===== src/rtl/axil_regbank_pkg.sv =====
// Shared response codes, address-decode result type and width helper for the
// AXI-Lite register bank.
package axil_regbank_pkg;

  localparam logic [1:0] RESP_OKAY   = 2'b00;
  localparam logic [1:0] RESP_SLVERR = 2'b10;
  localparam logic [1:0] RESP_DECERR = 2'b11;

  typedef enum logic [2:0] {
    DEC_RW,
    DEC_RO,
    DEC_EVT,
    DEC_OOR,
    DEC_MISS
  } dec_e;

  function automatic int unsigned clog2(input int unsigned v);
    int unsigned r;
    r = 0;
    while ((32'd1 << r) < v) r++;
    return r;
  endfunction

endpackage


===== src/rtl/axil_hold_stage.sv =====
// One-entry holding register for an AXI-Lite request channel: ready is the
// registered "empty" flag, the entry is released by pop_i once consumed.
module axil_hold_stage #(
  parameter int unsigned WIDTH = 32
) (
  input  logic             eclk,
  input  logic             nrst,
  input  logic             valid_i,
  output logic             ready_o,
  input  logic [WIDTH-1:0] data_i,
  output logic             full_o,
  output logic [WIDTH-1:0] data_o,
  input  logic             pop_i
);

  logic             ready_q, ready_d;
  logic [WIDTH-1:0] data_q, data_d;

  // pop_i only arrives while full, so it never collides with a fill
  always_comb begin
    ready_d = ready_q;
    data_d  = data_q;
    if (pop_i) ready_d = 1'b1;
    if (valid_i && ready_q) begin
      ready_d = 1'b0;
      data_d  = data_i;
    end
  end

  always_ff @(posedge eclk or negedge nrst) begin
    if (!nrst) begin
      ready_q <= 1'b1;
      data_q  <= '0;
    end else begin
      ready_q <= ready_d;
      data_q  <= data_d;
    end
  end

  assign ready_o = ready_q;
  assign full_o  = !ready_q;
  assign data_o  = data_q;

endmodule


===== src/rtl/axil_regbank_slave.sv =====
// AXI-Lite slave register bank: N_RW control registers followed by N_RO status
// words. Optional AXIL_REGBANK_RDCLR_EN adds a read-to-clear sticky event register.
module axil_regbank_slave #(
  parameter logic [31:0] BASE_ADDR  = 32'h0000_0000,
  parameter int unsigned ADDR_WIDTH = 8,
  parameter int unsigned N_RW       = 8,
  parameter int unsigned N_RO       = 4,
  parameter logic [31:0] RW_RESET   = 32'h0000_0000
) (
  input  logic                 eclk,
  input  logic                 nrst,
  input  logic [31:0]          s_axil_awaddr,
  input  logic                 s_axil_awvalid,
  output logic                 s_axil_awready,
  input  logic [31:0]          s_axil_wdata,
  input  logic [3:0]           s_axil_wstrb,
  input  logic                 s_axil_wvalid,
  output logic                 s_axil_wready,
  output logic [1:0]           s_axil_bresp,
  output logic                 s_axil_bvalid,
  input  logic                 s_axil_bready,
  input  logic [31:0]          s_axil_araddr,
  input  logic                 s_axil_arvalid,
  output logic                 s_axil_arready,
  output logic [31:0]          s_axil_rdata,
  output logic [1:0]           s_axil_rresp,
  output logic                 s_axil_rvalid,
  input  logic                 s_axil_rready,
  output logic [N_RW*32-1:0]   ctrl_o,
  output logic [N_RW-1:0]      ctrl_wr_pulse,
  input  logic [N_RO*32-1:0]   status_i
`ifdef AXIL_REGBANK_RDCLR_EN
  ,
  input  logic [31:0]          event_i
`endif
);

  import axil_regbank_pkg::*;

  localparam int unsigned IDX_W  = ADDR_WIDTH - 2;
  localparam int unsigned SPAN_W = clog2(N_RW + N_RO + 1);
  localparam int unsigned CMP_W  = (IDX_W > SPAN_W) ? IDX_W : SPAN_W;

  function automatic dec_e decode(input logic [31:2] a);
    logic [CMP_W-1:0] idx;
    idx = CMP_W'(a[ADDR_WIDTH-1:2]);
    if (({a, 2'b00} >> ADDR_WIDTH) != (BASE_ADDR >> ADDR_WIDTH)) return DEC_MISS;
    if (idx < CMP_W'(N_RW)) return DEC_RW;
    if (idx < CMP_W'(N_RW + N_RO)) return DEC_RO;
`ifdef AXIL_REGBANK_RDCLR_EN
    if (idx == CMP_W'(N_RW + N_RO)) return DEC_EVT;
`endif
    return DEC_OOR;
  endfunction

  logic                   aw_full, w_full, commit;
  logic [31:0]            aw_data;
  logic [35:0]            w_data;
  logic [31:0]            wmask;
  dec_e                   wdec, rdec;
  logic [CMP_W-1:0]       widx, ridx;
  logic                   ar_hs;

  logic [N_RW-1:0][31:0]  ctrl_q, ctrl_d;
  logic [N_RW-1:0]        pulse_q, pulse_d;
  logic                   bvalid_q, bvalid_d;
  logic [1:0]             bresp_q, bresp_d;
  logic                   rvalid_q, rvalid_d;
  logic [1:0]             rresp_q, rresp_d;
  logic [31:0]            rdata_q, rdata_d;

  logic                   unused_addr_lsbs;
  assign unused_addr_lsbs = ^{aw_data[1:0], s_axil_araddr[1:0]};

  axil_hold_stage #(.WIDTH(32)) u_aw_stage (
    .eclk    (eclk),
    .nrst    (nrst),
    .valid_i (s_axil_awvalid),
    .ready_o (s_axil_awready),
    .data_i  (s_axil_awaddr),
    .full_o  (aw_full),
    .data_o  (aw_data),
    .pop_i   (commit)
  );

  axil_hold_stage #(.WIDTH(36)) u_w_stage (
    .eclk    (eclk),
    .nrst    (nrst),
    .valid_i (s_axil_wvalid),
    .ready_o (s_axil_wready),
    .data_i  ({s_axil_wstrb, s_axil_wdata}),
    .full_o  (w_full),
    .data_o  (w_data),
    .pop_i   (commit)
  );

  // Write commit: both stages full and the previous response already taken
  always_comb begin
    commit   = aw_full && w_full && !bvalid_q;
    wdec     = decode(aw_data[31:2]);
    widx     = CMP_W'(aw_data[ADDR_WIDTH-1:2]);
    wmask    = {{8{w_data[35]}}, {8{w_data[34]}}, {8{w_data[33]}}, {8{w_data[32]}}};
    ctrl_d   = ctrl_q;
    pulse_d  = '0;
    bvalid_d = bvalid_q;
    bresp_d  = bresp_q;
    if (bvalid_q && s_axil_bready) bvalid_d = 1'b0;
    if (commit) begin
      bvalid_d = 1'b1;
      case (wdec)
        DEC_RW: begin
          bresp_d = RESP_OKAY;
          for (int unsigned i = 0; i < N_RW; i++) begin
            if (widx == CMP_W'(i)) begin
              ctrl_d[i]  = (ctrl_q[i] & ~wmask) | (w_data[31:0] & wmask);
              pulse_d[i] = 1'b1;
            end
          end
        end
        DEC_MISS: bresp_d = RESP_DECERR;
        default:  bresp_d = RESP_SLVERR;
      endcase
    end
  end

`ifdef AXIL_REGBANK_RDCLR_EN
  logic [31:0] evt_q, evt_d;

  // Clear-on-read happens at the AR edge; events in that same cycle survive
  always_comb begin
    evt_d = ((ar_hs && (rdec == DEC_EVT)) ? '0 : evt_q) | event_i;
  end

  always_ff @(posedge eclk or negedge nrst) begin
    if (!nrst) evt_q <= '0;
    else       evt_q <= evt_d;
  end
`endif

  // Read path samples ctrl_q, so a same-edge write is not yet visible
  always_comb begin
    ar_hs    = s_axil_arvalid && !rvalid_q;
    rdec     = decode(s_axil_araddr[31:2]);
    ridx     = CMP_W'(s_axil_araddr[ADDR_WIDTH-1:2]);
    rvalid_d = rvalid_q;
    rdata_d  = rdata_q;
    rresp_d  = rresp_q;
    if (rvalid_q && s_axil_rready) rvalid_d = 1'b0;
    if (ar_hs) begin
      rvalid_d = 1'b1;
      rdata_d  = '0;
      rresp_d  = RESP_OKAY;
      case (rdec)
        DEC_RW: begin
          for (int unsigned i = 0; i < N_RW; i++) begin
            if (ridx == CMP_W'(i)) rdata_d = ctrl_q[i];
          end
        end
        DEC_RO: begin
          for (int unsigned j = 0; j < N_RO; j++) begin
            if (ridx == CMP_W'(N_RW + j)) rdata_d = status_i[32*j +: 32];
          end
        end
`ifdef AXIL_REGBANK_RDCLR_EN
        DEC_EVT: rdata_d = evt_q;
`endif
        DEC_MISS: rresp_d = RESP_DECERR;
        default:  rresp_d = RESP_SLVERR;
      endcase
    end
  end

  always_ff @(posedge eclk or negedge nrst) begin
    if (!nrst) begin
      ctrl_q   <= {N_RW{RW_RESET}};
      pulse_q  <= '0;
      bvalid_q <= 1'b0;
      bresp_q  <= RESP_OKAY;
      rvalid_q <= 1'b0;
      rresp_q  <= RESP_OKAY;
      rdata_q  <= '0;
    end else begin
      ctrl_q   <= ctrl_d;
      pulse_q  <= pulse_d;
      bvalid_q <= bvalid_d;
      bresp_q  <= bresp_d;
      rvalid_q <= rvalid_d;
      rresp_q  <= rresp_d;
      rdata_q  <= rdata_d;
    end
  end

  assign ctrl_o         = ctrl_q;
  assign ctrl_wr_pulse  = pulse_q;
  assign s_axil_bvalid  = bvalid_q;
  assign s_axil_bresp   = bresp_q;
  assign s_axil_rvalid  = rvalid_q;
  assign s_axil_rresp   = rresp_q;
  assign s_axil_rdata   = rdata_q;
  assign s_axil_arready = !rvalid_q;

endmodule


===== config.mk =====
export PLATFORM = sky130hd
export DESIGN_NAME = axil_regbank_slave
export DESIGN_NICKNAME = d
export VERILOG_FILES = /design/src/rtl/axil_regbank_pkg.sv /design/src/rtl/axil_hold_stage.sv /design/src/rtl/axil_regbank_slave.sv
export SDC_FILE = /design/constraint.sdc
export NUM_CORES = 1
export LEC_CHECK = 0
export ABC_AREA = 1
export BUFFER_PORTS_ARGS = -buffer_cell sky130_fd_sc_hd__buf_2
export CORE_AREA = 2 2 209 211
export CTS_BUF_LIST = sky130_fd_sc_hd__clkbuf_16
export DETAILED_ROUTE_END_ITERATION = 10
export DIE_AREA = 0 0 211 213
export PLACE_DENSITY_LB_ADDON = 0.08
export SLEW_MARGIN = 20
export SYNTH_ARGS = -nofsm -noshare
export SYNTH_HDL_FRONTEND = slang
export SYNTH_SLANG_ARGS = --single-unit

===== constraint.sdc =====
create_clock -name eclk -period 5.1 [get_ports eclk]
set_clock_uncertainty 0.2 [all_clocks]
set_input_delay 1.02 -clock eclk [delete_from_list [all_inputs] [get_ports eclk]]
set_output_delay 1.02 -clock eclk [all_outputs]
set_load 0.01 [all_outputs]

==> flow_metrics.py, run 1 <==
metrics = {
    "status": {
        "status": "completed",
    },
    "synthesis": {
        "seq_area_frac_synth_pct": 52.5,
        "synth_enable_flop_cells": 0,
        "syn_nets": 2299,
        "ys.flop_type": "dfrtp_1",
        "synth_cells": 2064,
        "ys_ff_latch": 370,
        "synthDistinctLibCells": 32,
        "synth_top_family_by_area": "simple AND/OR/NAND/NOR gates",
        "synth_top_area_cell": "dfrtp_1",
        "synth_xor_area_share_pct": 0,
        "syn_area_sq_um": 17600,
        "synthDominantCellAreaShare_pct": 52.3,
        "muxShareOfSynthArea_pct": 1.98,
        "yosys_warnings": 0,
        "ys_top_cells_by_count": "633 x nand2_1, 368 x dfrtp_1, 203 x o21ai_0, 182 x nor2_1, 161 x nand3_1",
        "synthArstFlopShare_pct": 100,
        "yosys-top-cells-area": "dfrtp_1 52%, nand2_1 13%, o21ai_0 5.8%",
        "postSynthAreaPerCell_sq_um": 8.54,
        "synth_compound_area_share_pct": 11.9,
        "synth_most_common_cell": "nand2_1",
        "synth-simple-area-share_pct": 27.7,
        "synth_fa_ha_area_share_pct": 0,
    },
    "cts": {
        "post_cts_buffers": 0,
        "cts_root_buf": "clkbuf_16",
        "cts_buffers": 43,
        "post_cts_resized": 0,
        "h-tree-depth": 2,
        "tritoncts": "done",
        "clock_sinks": 370,
        "clk_pin_slew_ps": 60,
        "clk_latency_ps": 580,
        "cts_buffer_depth": 3,
        "cts_hold_buf": 0,
    },
    "detailed_routing": {
        "ant_nets": 0,
        "finalWirelength_microns": 69200,
        "drc": 0,
        "dr_total_vias": 16632,
        "via_per_inst": 5.30,
        "wl_per_cell_microns": 22.0,
        "drt_pass1_iterations": 5,
        "drt_iter0_drc": 1530,
    },
    "floorplan": {
        "io_pins": 540,
        "core-area_sq_um": 42700,
        "num_rows": 76,
        "die_w_microns": 211,
        "die_h_microns": 213,
        "initial_core_util_pct": 41.3,
        "die_area_sq_um": 44900,
    },
    "sta": {
        "worstMarginPinSlew_ps": 1120,
        "grt_setup_unrepaired": "false",
        "drv_slew": 0,
        "max_freq_mhz": 307,
        "final.setup.worst_slack_ps": 1850,
        "min_period_over_period_pct": 63.8,
        "fin_crit_ps": 3250,
        "finalSetupViolCount": 0,
        "fin_setup_tns_ps": 0,
        "max_slew_margin_pct": 24.9,
        "hold_viol_final": 0,
    },
    "grt": {
        "grt_pass1_vias": 15323,
        "gr-total-overflow": 0,
        "grtUsageTotal_pct": 30.4,
        "grt_max_degree": 100,
        "grt_pass1_wl_microns": 101000,
        "antenna_found_initial": 4,
    },
    "setup_path": {
        "cpPeakStageDelay_ps": 760,
        "crit_required_ps": 5360,
        "cp_num_buf_inv": 2,
        "critPathLaunchType": "input pin",
        "critPathKind": "in -> reg",
        "cp_slowest_cell": "clkinv_1",
        "cp_top_family": "simple AND/OR/NAND/NOR gates",
        "cp-end-kind": "flop",
        "crit_path_max_fanout": 32,
        "arrival_ps": 3510,
        "path_cells": "buf_2 -> nor2_2 -> nand2_1 -> nor2_2 -> clkinv_1 -> nor2_1 -> nor2_1 -> nand2_1 -> nand2_1 -> nand2_1 -> nand2_1",
        "cp_common_cell": "nand2_1",
    },
    "hold_path": {
        "min_path_type": "reg -> reg",
    },
    "layout": {
        "area_delta_synth_final_pct": 24.3,
        "multiInputGateArea_sq_um": 7370,
        "drive_gt1_share_pct": 27.6,
        "final_nets": 2797,
        "seq_area_sq_um": 9260,
        "fill_cells": 4140,
    },
    "placed_design": {
        "place.gp.congestion": 0.935,
        "io_buffers": 535,
        "dp_hpwl_microns": 53100,
        "pre_cts_ws_ps": 1260,
    },
    "job": {
        "cap_viol_max_count": 0,
    },
    "power_and_ir_drop": {
        "peakVddDrop_uv": 373,
        "power_density_nw_per_um2": 347,
        "leakage_nw": 11.6,
    },
}
## final timing paths
path                                   startpoint                         end  slack [ps]  cells past startpoint
worst max register to register  u_w_stage.ready_o                        flop        2300                      7
max in group asynchronous                    nrst  asynchronous set/reset pin        3280                      2
worst min-delay path             s_axil_rdata[23]            s_axil_rdata[23]         270                      2
worst min register to register   s_axil_rdata[23]            s_axil_rdata[23]         270                      2
min in group asynchronous                    nrst            s_axil_rdata[15]         300                      1
worst max-delay path             s_axil_araddr[7]             s_axil_rdata[6]        1850                     11
## cells by family (layout without fill, tap and decap cells)
group	Yosys count	after routing
AOI/OAI and AO/OA	382	382
buffers and inverters	201	731
DFF	370	370
muxes	31	31
other	0	1
and+or+nand+nor	1080	1080
## through the flow
stage          instance area [sq um]  total power [mW]  utilization, %  hold slack [ps]  instances
2_1_floorplan                  17600              4.12               -              278       2064
4_1_cts                        21900              7.65            51.3              276       3140
5_1_grt                        21900              7.95            51.3              292       3141
3_3_place_gp                   20600              4.66            48.3              258       3063
6_report                       21900              7.60            51.3              274       3141
3_5_place_dp                   20600              4.70            48.3              261       3063
## tightest hold or removal path, stage by stage, from the launching register on
cell and delay [ps]:
dfrtp_1 340, nand2_1 50, nand2_1 50
## report_power, final
part / switching [mW] / leakage (nW) / internal (mW)
logic: 0.844 / 6.00 / 0.329
registers: 0.259 / 4.96 / 3.21
clock network: 1.27 / 0.681 / 1.68
total: 2.37 / 11.6 / 5.22
## cell type report
| class | count | share of cell area (%) |
|---|---|---|
| Clock buffer | 43 | 4.91 |
| Clock inverter | 34 | 1.06 |
| Antenna cell | 1 | 0.0114 |
| Inverter | 87 | 1.49 |
| Tap cell | 546 | 3.12 |
| Sequential cell | 370 | 42.3 |
| Multi-Input combinational cell | 1493 | 33.6 |
| Timing Repair Buffer | 567 | 13.5 |
## routing by layer
layer	up-vias	routed length, microns	global-route usage (%)
met4	6	2930	12.6
met2	710	30600	45.9
met5	-	36	0
met3	130	5870	7.96
met1	7920	29800	41.6
li1	7866	-	-
## cells in the final DEF (no fill, tap or decap), types with 11 or more instances in the layout
master,instances
a21oi_1,85
a22oi_1,32
buf_2,534
buf_4,29
clkbuf_16,43
clkinv_1,13
dfrtp_1,368
inv_1,94
mux2_2,31
nand2_1,632
nand3_1,161
nand3_4,28
nand4_1,42
nor2_1,174
nor2_2,11
o211ai_1,32
o21ai_0,203
o21ai_1,26
Note: power is estimated with default switching activity, not from simulation.
==> run 2: changes to the inputs <==
Settings changed: CORE_AREA 2 2 209 211 to 2 2 211 213, DIE_AREA 0 0 211 213 to 0 0 213 215.
Clock period 5.1 ns to 3 ns, I/O delays scaled along.
==> run 2 against run 1 <==
  * Die area rose by 1.9%
  * Cell area up 2.1%
  * Combinational power increased by 79%
  * Routed wire length rose by 1.2%
  * Clock power increased by 66%
  * Non-clock buffer count rose by 34
  * Critical path depth is 2 lower
  * Setup slack worse by 1400 ps
  * Final cell count grew 2.7%
  * Critical path type is now reg -> reg
  * Via count up 0.55%
  * Largest cell class unchanged
  * Register-to-register slack worse by 1800 ps
  * First-iteration DRC count fell by 8.7%
==> flow_metrics.py, run 2 (synthesis gave the netlist of run 1 again) <==
metrics = {
    "power_and_ir_drop": {
        "leakage_nw": 11.9,
        "power_density_nw_per_um2": 576,
        "peakVddDrop_uv": 532,
    },
    "grt": {
        "grt_pass1_wl_microns": 103000,
        "grtUsageTotal_pct": 30.3,
        "grt_pass1_vias": 15675,
        "grt_max_degree": 75,
        "antenna_found_initial": 9,
        "gr-total-overflow": 0,
    },
    "layout": {
        "layout_common_cells": "632 x nand2_1, 534 x buf_2, 368 x dfrtp_1, 203 x o21ai_0, 174 x nor2_1",
        "drive_gt1_share_pct": 28.3,
        "final_nets": 2831,
        "area_delta_synth_final_pct": 26.9,
        "mostFrequentLayoutCell": "nand2_1",
        "stdcell_count": 3226,
    },
    "cts": {
        "cts_buffer_depth": 3,
        "h-tree-depth": 2,
        "cts_root_buf": "clkbuf_16",
        "clk_latency_ps": 570,
        "tritoncts": "done",
        "clock_sinks": 370,
        "post_cts_resized": 0,
        "cts_buffers": 43,
        "clk_pin_slew_ps": 60,
    },
    "detailed_routing": {
        "wl_met3_microns": 6100,
        "highest_layer": "met5",
        "ant_nets": 0,
        "wl_met2_microns": 31500,
        "drt_iter0_drc": 1397,
        "drt_pass1_iterations": 5,
        "via_per_inst": 5.18,
        "drc": 0,
        "finalWirelength_microns": 70000,
        "wl_per_cell_microns": 21.7,
        "drt-met1-wl_microns": 29900,
        "dr_total_vias": 16724,
    },
    "floorplan": {
        "die_h_microns": 215,
        "core-area_sq_um": 43600,
        "die_area_sq_um": 45800,
        "num_rows": 77,
        "initial_core_util_pct": 40.4,
        "io_pins": 540,
        "die_w_microns": 213,
    },
    "status": {
        "status": "completed",
    },
    "sta": {
        "hold_viol_final": 0,
        "finalSetupViolCount": 0,
        "fin_setup_tns_ps": 0,
        "min_period_over_period_pct": 84.4,
        "max_freq_mhz": 395,
        "max_slew_margin_pct": 42.4,
        "drv_slew": 0,
        "final.setup.worst_slack_ps": 468,
        "grt_setup_unrepaired": "false",
        "fin_crit_ps": 2530,
        "worstMarginPinSlew_ps": 864,
    },
    "setup_path": {
        "crit_required_ps": 3250,
        "arrival_ps": 2780,
        "cp-end-kind": "flop",
        "crit_path_max_fanout": 19,
        "critPathKind": "reg -> reg",
        "critPathLaunchType": "flop",
    },
    "hold_path": {
        "min_path_type": "in -> reg",
    },
    "job": {
        "cap_viol_max_count": 0,
    },
    "placed_design": {
        "pre_cts_ws_ps": 181,
        "dp_hpwl_microns": 54300,
        "placed_cells_incl_taps": 3139,
        "io_buffers": 535,
        "place.gp.congestion": 0.930,
    },
}
[run 2: layer usage]
| layer | vias to the layer above | track usage, % |
|---|---|---|
| met4 | 6 | 12.1 |
| met1 | 7959 | 41.3 |
| li1 | 7948 | - |
| met3 | 116 | 7.44 |
| met2 | 695 | 46.2 |
| met5 | - | 0 |
[run 2: what timing repair did]
item | in CTS | in global routing
hold endpoints to repair | 40 | 0
hold buffers | 4 | 0
setup endpoints to repair | 0 | 0
buffers inserted | 0 | 0
[run 2: final cells by class]
cell class,count,area (sq um)
diodes,5,12.5
clock buffers,43,1080
clock inverters,35,201
fillers,4343,21300
inverters,87,327
multi-input cells,1493,7370
flip-flops and latches,370,9260
well taps,592,741
repair buffers,601,3380
[run 2: report_power, final]
| group | leakage (nW) | switching [mW] | internal, mW | total [mW] |
|---|---|---|---|---|
| Sequential | 4.96 | 0.426 | 5.47 | 5.89 |
| Combinational | 6.21 | 1.47 | 0.621 | 2.09 |
| Clock | 0.682 | 2.15 | 2.76 | 4.91 |
[run 2: final timing paths]
| path | endpoint | cells past startpoint | start | slack [ps] |
|---|---|---|---|---|
| setup / recovery | flop | 9 | u_aw_stage.data_o[25] | 470 |
| hold / removal | s_axil_rvalid | 2 | s_axil_rready | 40 |
| setup reg to reg | flop | 9 | u_aw_stage.data_o[25] | 470 |
| hold reg to reg | s_axil_rdata[4] | 2 | s_axil_rdata[4] | 270 |
| max in group asynchronous | u_aw_stage.ready_o | 3 | nrst | 1410 |
| min in group asynchronous | s_axil_rdata[8] | 2 | nrst | 360 |
[run 2: critical path, stage by stage, from the launching register on]
cell	delay (ps)
dfrtp_1	380
nor4_1	310
nand2_1	180
nor3_4	280
nand2_1	220
nor2_4	160
buf_4	240
nand2_1	240
nand2_1	130
nand2_1	60
[run 2: metrics by stage]
| stage | util, % | power (mW) | cell area (sq um) | hold WS, ps |
|---|---|---|---|---|
| after floorplan | - | 7.00 | 17600 | 104 |
| after global placement | 48.2 | 7.99 | 21000 | 258 |
| after detailed placement | 48.2 | 8.06 | 21000 | 261 |
| after CTS | 51.2 | 13.0 | 22400 | 4.58 |
| after global routing | 51.3 | 13.5 | 22400 | 53.7 |
| final | 51.3 | 12.9 | 22400 | 41.9 |
